<file path="config.mk">
export PLATFORM = sky130hd
export DESIGN_NAME = uart_tx
export DESIGN_NICKNAME = d
export VERILOG_FILES = /design/src/rtl/uart_pkg.sv /design/src/rtl/uart_tx.sv
export SDC_FILE = /design/constraint.sdc
export NUM_CORES = 1
export LEC_CHECK = 0
export CORE_UTILIZATION = 30
export CTS_CLUSTER_DIAMETER = 80
export DETAILED_ROUTE_END_ITERATION = 10
export GPL_TIMING_DRIVEN = 0
export PLACE_DENSITY = 0.45
export REMOVE_ABC_BUFFERS = 1
export SETUP_SLACK_MARGIN = 0.4
export SLEW_MARGIN = 40
export SYNTH_ARGS = -nofsm -noshare
export SYNTH_HDL_FRONTEND = slang
export SYNTH_SLANG_ARGS = --single-unit
</file>
<file path="constraint.sdc">
create_clock -name clk -period 1.9 [get_ports clk]
set_input_delay 0.285 -clock clk [delete_from_list [all_inputs] [get_ports clk]]
set_output_delay 0.285 -clock clk [all_outputs]
set_load 0.05 [all_outputs]
</file>
<file path="src/rtl/uart_pkg.sv">
// Shared types for the UART transmitter: FSM state encoding and default baud divisor.
package uart_pkg;

  typedef enum logic [1:0] {IDLE, START, DATA, STOP} tx_state_t;

  localparam int DEFAULT_CLKS_PER_BIT = 868;

endpackage

</file>
<file path="src/rtl/uart_tx.sv">
// 8N1/8N2 serial transmitter that pops words straight from a first-word-fall-through FIFO.
// tx and busy are registered from the next-state decode so the line never glitches.
module uart_tx
  import uart_pkg::*;
#(
  parameter int DATA_WIDTH   = 8,
  parameter int CLKS_PER_BIT = DEFAULT_CLKS_PER_BIT,
  parameter int STOP_BITS    = 1
) (
  input  logic                  clk,
  input  logic                  reset,
  input  logic                  empty,
  input  logic [DATA_WIDTH-1:0] r_data,
  output logic                  rd,
  output logic                  tx,
  output logic                  busy
);

  localparam int TW = $clog2(CLKS_PER_BIT);
  localparam int IW = $clog2(DATA_WIDTH) + 1;
  localparam int SW = (STOP_BITS > 1) ? $clog2(STOP_BITS) : 1;

  localparam logic [TW-1:0] TMAX = TW'(CLKS_PER_BIT - 1);
  localparam logic [IW-1:0] IMAX = IW'(DATA_WIDTH - 1);
  localparam logic [SW-1:0] SMAX = SW'(STOP_BITS - 1);

  tx_state_t             r_state;
  logic [DATA_WIDTH-1:0] r_shift;
  logic [TW-1:0]         r_timer;
  logic [IW-1:0]         r_idx;
  logic [SW-1:0]         r_stop;
  logic                  r_tx;
  logic                  r_busy;

  tx_state_t             w_next;
  logic [DATA_WIDTH-1:0] w_shift_next;
  logic [TW-1:0]         w_timer_next;
  logic [IW-1:0]         w_idx_next;
  logic [SW-1:0]         w_stop_next;
  logic                  w_tx_next;
  logic                  w_expire;
  logic                  w_last_stop;
  logic                  w_rd;

  always_ff @(posedge clk or posedge reset) begin
    if (reset) begin
      r_state <= IDLE;
    end else begin
      r_state <= w_next;
    end
  end

  always_comb begin
    w_next       = r_state;
    w_shift_next = r_shift;
    w_idx_next   = r_idx;
    w_stop_next  = r_stop;
    w_expire     = (r_timer == TMAX);
    w_timer_next = w_expire ? '0 : r_timer + 1'b1;
    w_last_stop  = (r_state == STOP) && w_expire && (r_stop == SMAX);
    // Pop in IDLE or on the final stop cycle so back-to-back frames have no gap.
    w_rd         = !reset && !empty && ((r_state == IDLE) || w_last_stop);

    case (r_state)
      IDLE: begin
        w_timer_next = '0;
        if (w_rd) begin
          w_next       = START;
          w_shift_next = r_data;
        end
      end
      START: begin
        if (w_expire) begin
          w_next     = DATA;
          w_idx_next = '0;
        end
      end
      DATA: begin
        if (w_expire) begin
          w_shift_next = r_shift >> 1;
          w_idx_next   = r_idx + 1'b1;
          if (r_idx == IMAX) begin
            w_next      = STOP;
            w_stop_next = '0;
          end
        end
      end
      STOP: begin
        if (w_expire) begin
          w_stop_next = r_stop + 1'b1;
          if (w_last_stop) begin
            w_stop_next = '0;
            if (w_rd) begin
              w_next       = START;
              w_shift_next = r_data;
            end else begin
              w_next = IDLE;
            end
          end
        end
      end
      default: w_next = IDLE;
    endcase

    case (w_next)
      START:   w_tx_next = 1'b0;
      DATA:    w_tx_next = w_shift_next[0];
      default: w_tx_next = 1'b1;
    endcase
  end

  always_ff @(posedge clk or posedge reset) begin
    if (reset) begin
      r_shift <= '0;
      r_timer <= '0;
      r_idx   <= '0;
      r_stop  <= '0;
      r_tx    <= 1'b1;
      r_busy  <= 1'b0;
    end else begin
      r_shift <= w_shift_next;
      r_timer <= w_timer_next;
      r_idx   <= w_idx_next;
      r_stop  <= w_stop_next;
      r_tx    <= w_tx_next;
      r_busy  <= (w_next != IDLE);
    end
  end

  assign rd   = w_rd;
  assign tx   = r_tx;
  assign busy = r_busy;

endmodule

</file>
==> metrics.log <==
INFO  metric postCtsHoldBufs = 0
INFO  metric critical_path_peak_fanout = 14
INFO  metric numClockSinks = 27
INFO  metric vdd_ir_drop_max = 0.334 mV
INFO  metric core.rowCount = 25
INFO  metric min_period = 1.89 ns
INFO  metric grt_remaining_overflow = 0
INFO  metric worst_hold_path_type = in -> async
INFO  metric timing.final.max_slew_violations = 0
INFO  metric proportion_of_layout_cells_with_a_drive_suffix_above_1 = 0.241
INFO  metric synth_cell_type_count = 45
INFO  metric rsz_0062_raised_after_global_routing = true
INFO  metric worstSetupPathType = reg -> out
INFO  metric syn_avg_cell_area = 9.77 um2
INFO  metric final_net_count = 184
INFO  metric crit_path_end_kind = primary output
INFO  metric final-setup-viol-count = 0
INFO  metric fp.coreArea = 4720 um2
INFO  metric clk_pin_slew_worst_paths = 0.10 ns
INFO  metric tritoncts.num_buffers = 3
INFO  metric floorplan.initialDensity = 0.312
INFO  metric cts-root-to-sink-buffers = 2
INFO  metric cts-htree-levels = 1
INFO  metric die_w = 72.1 um
INFO  metric yosys_warnings = 0
INFO  metric tightest_slew = 0.582 ns
INFO  metric area.growth.synth_to_final = 26.0%
INFO  metric post_route_clock_period_utilization = 0.997
INFO  metric via_count_of_the_first_global_routing_pass = 1277
INFO  metric mappedNetlistArea = 1480 um2
INFO  metric io_pins = 14
INFO  metric die_area = 5200 um2
INFO  metric antenna_found_initial = 0
INFO  metric setup_total_negative_slack = 0 ns
INFO  metric synthesis.instances = 151
INFO  metric synth-edff-count = 0
INFO  metric tritoncts = done
INFO  metric maxCapViolCount = 0
INFO  metric ys_dominant_reg_cell = sky130_fd_sc_hd__dfrtp_1
INFO  metric power_per_cell_area = 804 nW/um2
INFO  metric synth_seq_cells = 27
INFO  metric ant_nets = 0
INFO  metric timing.critical_path.arrival = 1.61 ns
INFO  metric worstPathRequired = 1.62 ns
INFO  metric final_hold_violation_count = 0
INFO  metric start_kind = register
INFO  metric gp_congestion = 0.700
INFO  metric worstSkewPairLatency = 0.28 ns
INFO  metric antenna-diode-count = 0
INFO  metric outcome = complete, no violations
INFO  metric drtPass1Iterations = 5
INFO  metric grt_first_pass_wirelength = 6020 um
INFO  metric finalCoreUtilization = 0.393
INFO  metric grt.total_usage = 0.149
INFO  metric drc = 0
INFO  metric detail_route.wirelength = 3450 um
INFO  metric fmax = 528 MHz
INFO  metric drtIter0Drc = 41
INFO  metric slew-limit-headroom = 0.612
INFO  metric routed_wire_length_per_instance = 14.6 um
INFO  metric routed_via_density = 5.20
INFO  metric ys_async_sr_fraction = 1.00
INFO  metric grt_start_max_net_pins = 28
INFO  metric clock_skew = 0.00209 ns
INFO  metric synth-seq-area-share = 0.459
INFO  metric detailed_place_hpwl = 2130 um
INFO  metric num_vias = 1232
INFO  metric ctsRootBufferMaster = sky130_fd_sc_hd__clkbuf_8
INFO  metric dieHeight = 72.1 um
INFO  metric p_leak = 0.788 nW
INFO  metric buffer_ports.inserted = 13
==> cells by family (layout without fill, tap and decap cells) <==
kind of cell | after synthesis | in the layout | share of synthesized area
buffers and inverters | 23 | 42 | 0.0746
xor gates and xnor gates | 8 | 8 | 0.0475
AOI/OAI and AO/OA | 33 | 33 | 0.171
muxes | 4 | 4 | 0.0288
and+or+nand+nor | 54 | 54 | 0.202
DFF | 27 | 27 | 0.459
adders and majority gates | 2 | 2 | 0.0170
==> metal layers <==
metal	GRT usage	part of all wire	vias up
met5	0	0	-
met4	0.0414	0.0090	0
met3	0.0361	0.034	4
met2	0.244	0.46	19
met1	0.197	0.49	630
li1	-	-	579
==> sequential cells by signal, indices dropped and copies added (netlist names) <==
signal   count
tx           1
r_idx        4
r_timer     10
r_shift      8
busy         1
r_stop       1
r_state      2
==> Yosys cell counts (2+ instances only) <==
| library cell | instances | area [um2] |
|---|---|---|
| sky130_fd_sc_hd__nand3_1 | 8 | 40.0 |
| sky130_fd_sc_hd__o21a_1 | 2 | 15.0 |
| sky130_fd_sc_hd__and3_4 | 2 | 22.5 |
| sky130_fd_sc_hd__ha_1 | 2 | 25.0 |
| sky130_fd_sc_hd__a31oi_1 | 2 | 12.5 |
| sky130_fd_sc_hd__clkbuf_1 | 6 | 22.5 |
| sky130_fd_sc_hd__a222oi_1 | 6 | 60.1 |
| sky130_fd_sc_hd__o21ai_1 | 2 | 10.0 |
| sky130_fd_sc_hd__a21boi_0 | 2 | 15.0 |
| sky130_fd_sc_hd__xnor2_1 | 2 | 17.5 |
| sky130_fd_sc_hd__and3_1 | 2 | 12.5 |
| sky130_fd_sc_hd__a22o_1 | 3 | 26.3 |
| sky130_fd_sc_hd__mux2i_1 | 2 | 20.0 |
| sky130_fd_sc_hd__xor2_1 | 6 | 52.6 |
| sky130_fd_sc_hd__nand2_1 | 13 | 48.8 |
| sky130_fd_sc_hd__nand4_1 | 5 | 31.3 |
| sky130_fd_sc_hd__o21ai_0 | 7 | 35.0 |
| sky130_fd_sc_hd__inv_1 | 13 | 48.8 |
| sky130_fd_sc_hd__or2_2 | 2 | 12.5 |
| sky130_fd_sc_hd__nor2_1 | 11 | 41.3 |
| sky130_fd_sc_hd__dfrtp_1 | 26 | 651 |
| sky130_fd_sc_hd__nor3_1 | 3 | 15.0 |
| sky130_fd_sc_hd__mux2_2 | 2 | 22.5 |
==> power by group <==
| part | switching (mW) | internal (mW) | leakage, nW | total, mW |
|---|---|---|---|---|
| clock | 0.197 | 0.149 | 0.0217 | 0.346 |
| sequential | 0.110 | 0.680 | 0.331 | 0.789 |
| combinational | 0.161 | 0.198 | 0.435 | 0.359 |
| total | 0.467 | 1.03 | 0.788 | 1.49 |
==> layout by cell type, fill, tap and decap left out, drive strengths merged, types with 3 or more instances in the layout <==
cell and instances:
clkbuf 3, and3 5, nand2 13, dfrtp 26, a31oi 3, buf 13, nand4 5, nor2 11
nand3 8, a222oi 6, o21ai 9, clkdlybuf4s50 10, xor2 6, a22o 3, inv 13, nor3 3
==> critical path: stages, from the launching register on <==
cell                      delay [ns]
sky130_fd_sc_hd__dfrtp_4        0.56
sky130_fd_sc_hd__or2_2          0.39
sky130_fd_sc_hd__a21oi_4        0.19
sky130_fd_sc_hd__buf_6          0.18
==> layout make-up <==
| class | count | area, um2 |
|---|---|---|
| clock inverter | 1 | 7.51 |
| inverter | 13 | 48.8 |
| multi-input combinational | 101 | 754 |
| clock buffer | 3 | 41.3 |
| tap | 67 | 83.8 |
| fill | 482 | 2870 |
| sequential | 27 | 684 |
| timing repair buffer | 25 | 238 |
==> worst paths after layout <==
kind / from / slack, ns / cells past startpoint / to
setup / recovery: r_state[1] / 0.006 / 3 / rd
hold reg to reg: r_shift[4] / 0.51 / 2 / r_shift[4]
hold / removal: reset / 0.42 / 2 / r_shift[0]
min in group clk: r_shift[4] / 0.51 / 2 / r_shift[4]
setup reg to reg: r_timer[2] / 0.06 / 7 / r_idx[2]
max in group asynchronous: reset / 1.05 / 2 / r_state[1]
==> through the flow <==
stage	power (mW)	hold WS (ns)	setup WS [ns]	cells	cell area (um2)
finish	1.49	0.416	0.00599	237	1860
global route	1.60	0.506	-0.114	237	1860
CTS	1.49	0.443	-0.0247	235	1840
detailed placement	1.07	0.491	-0.996	221	1630
global placement	1.05	0.473	-1.25	221	1630
floorplan	0.972	0.337	-0.473	141	1410
==> what timing repair did <==
item / 4_1_cts / 5_1_grt
gates resized for setup: 26 / 2
buffers inserted: 10 / 2
pin swaps: 10 / 1
setup endpoints to repair: 30 / 28
Power figures use the tool's default switching activity.
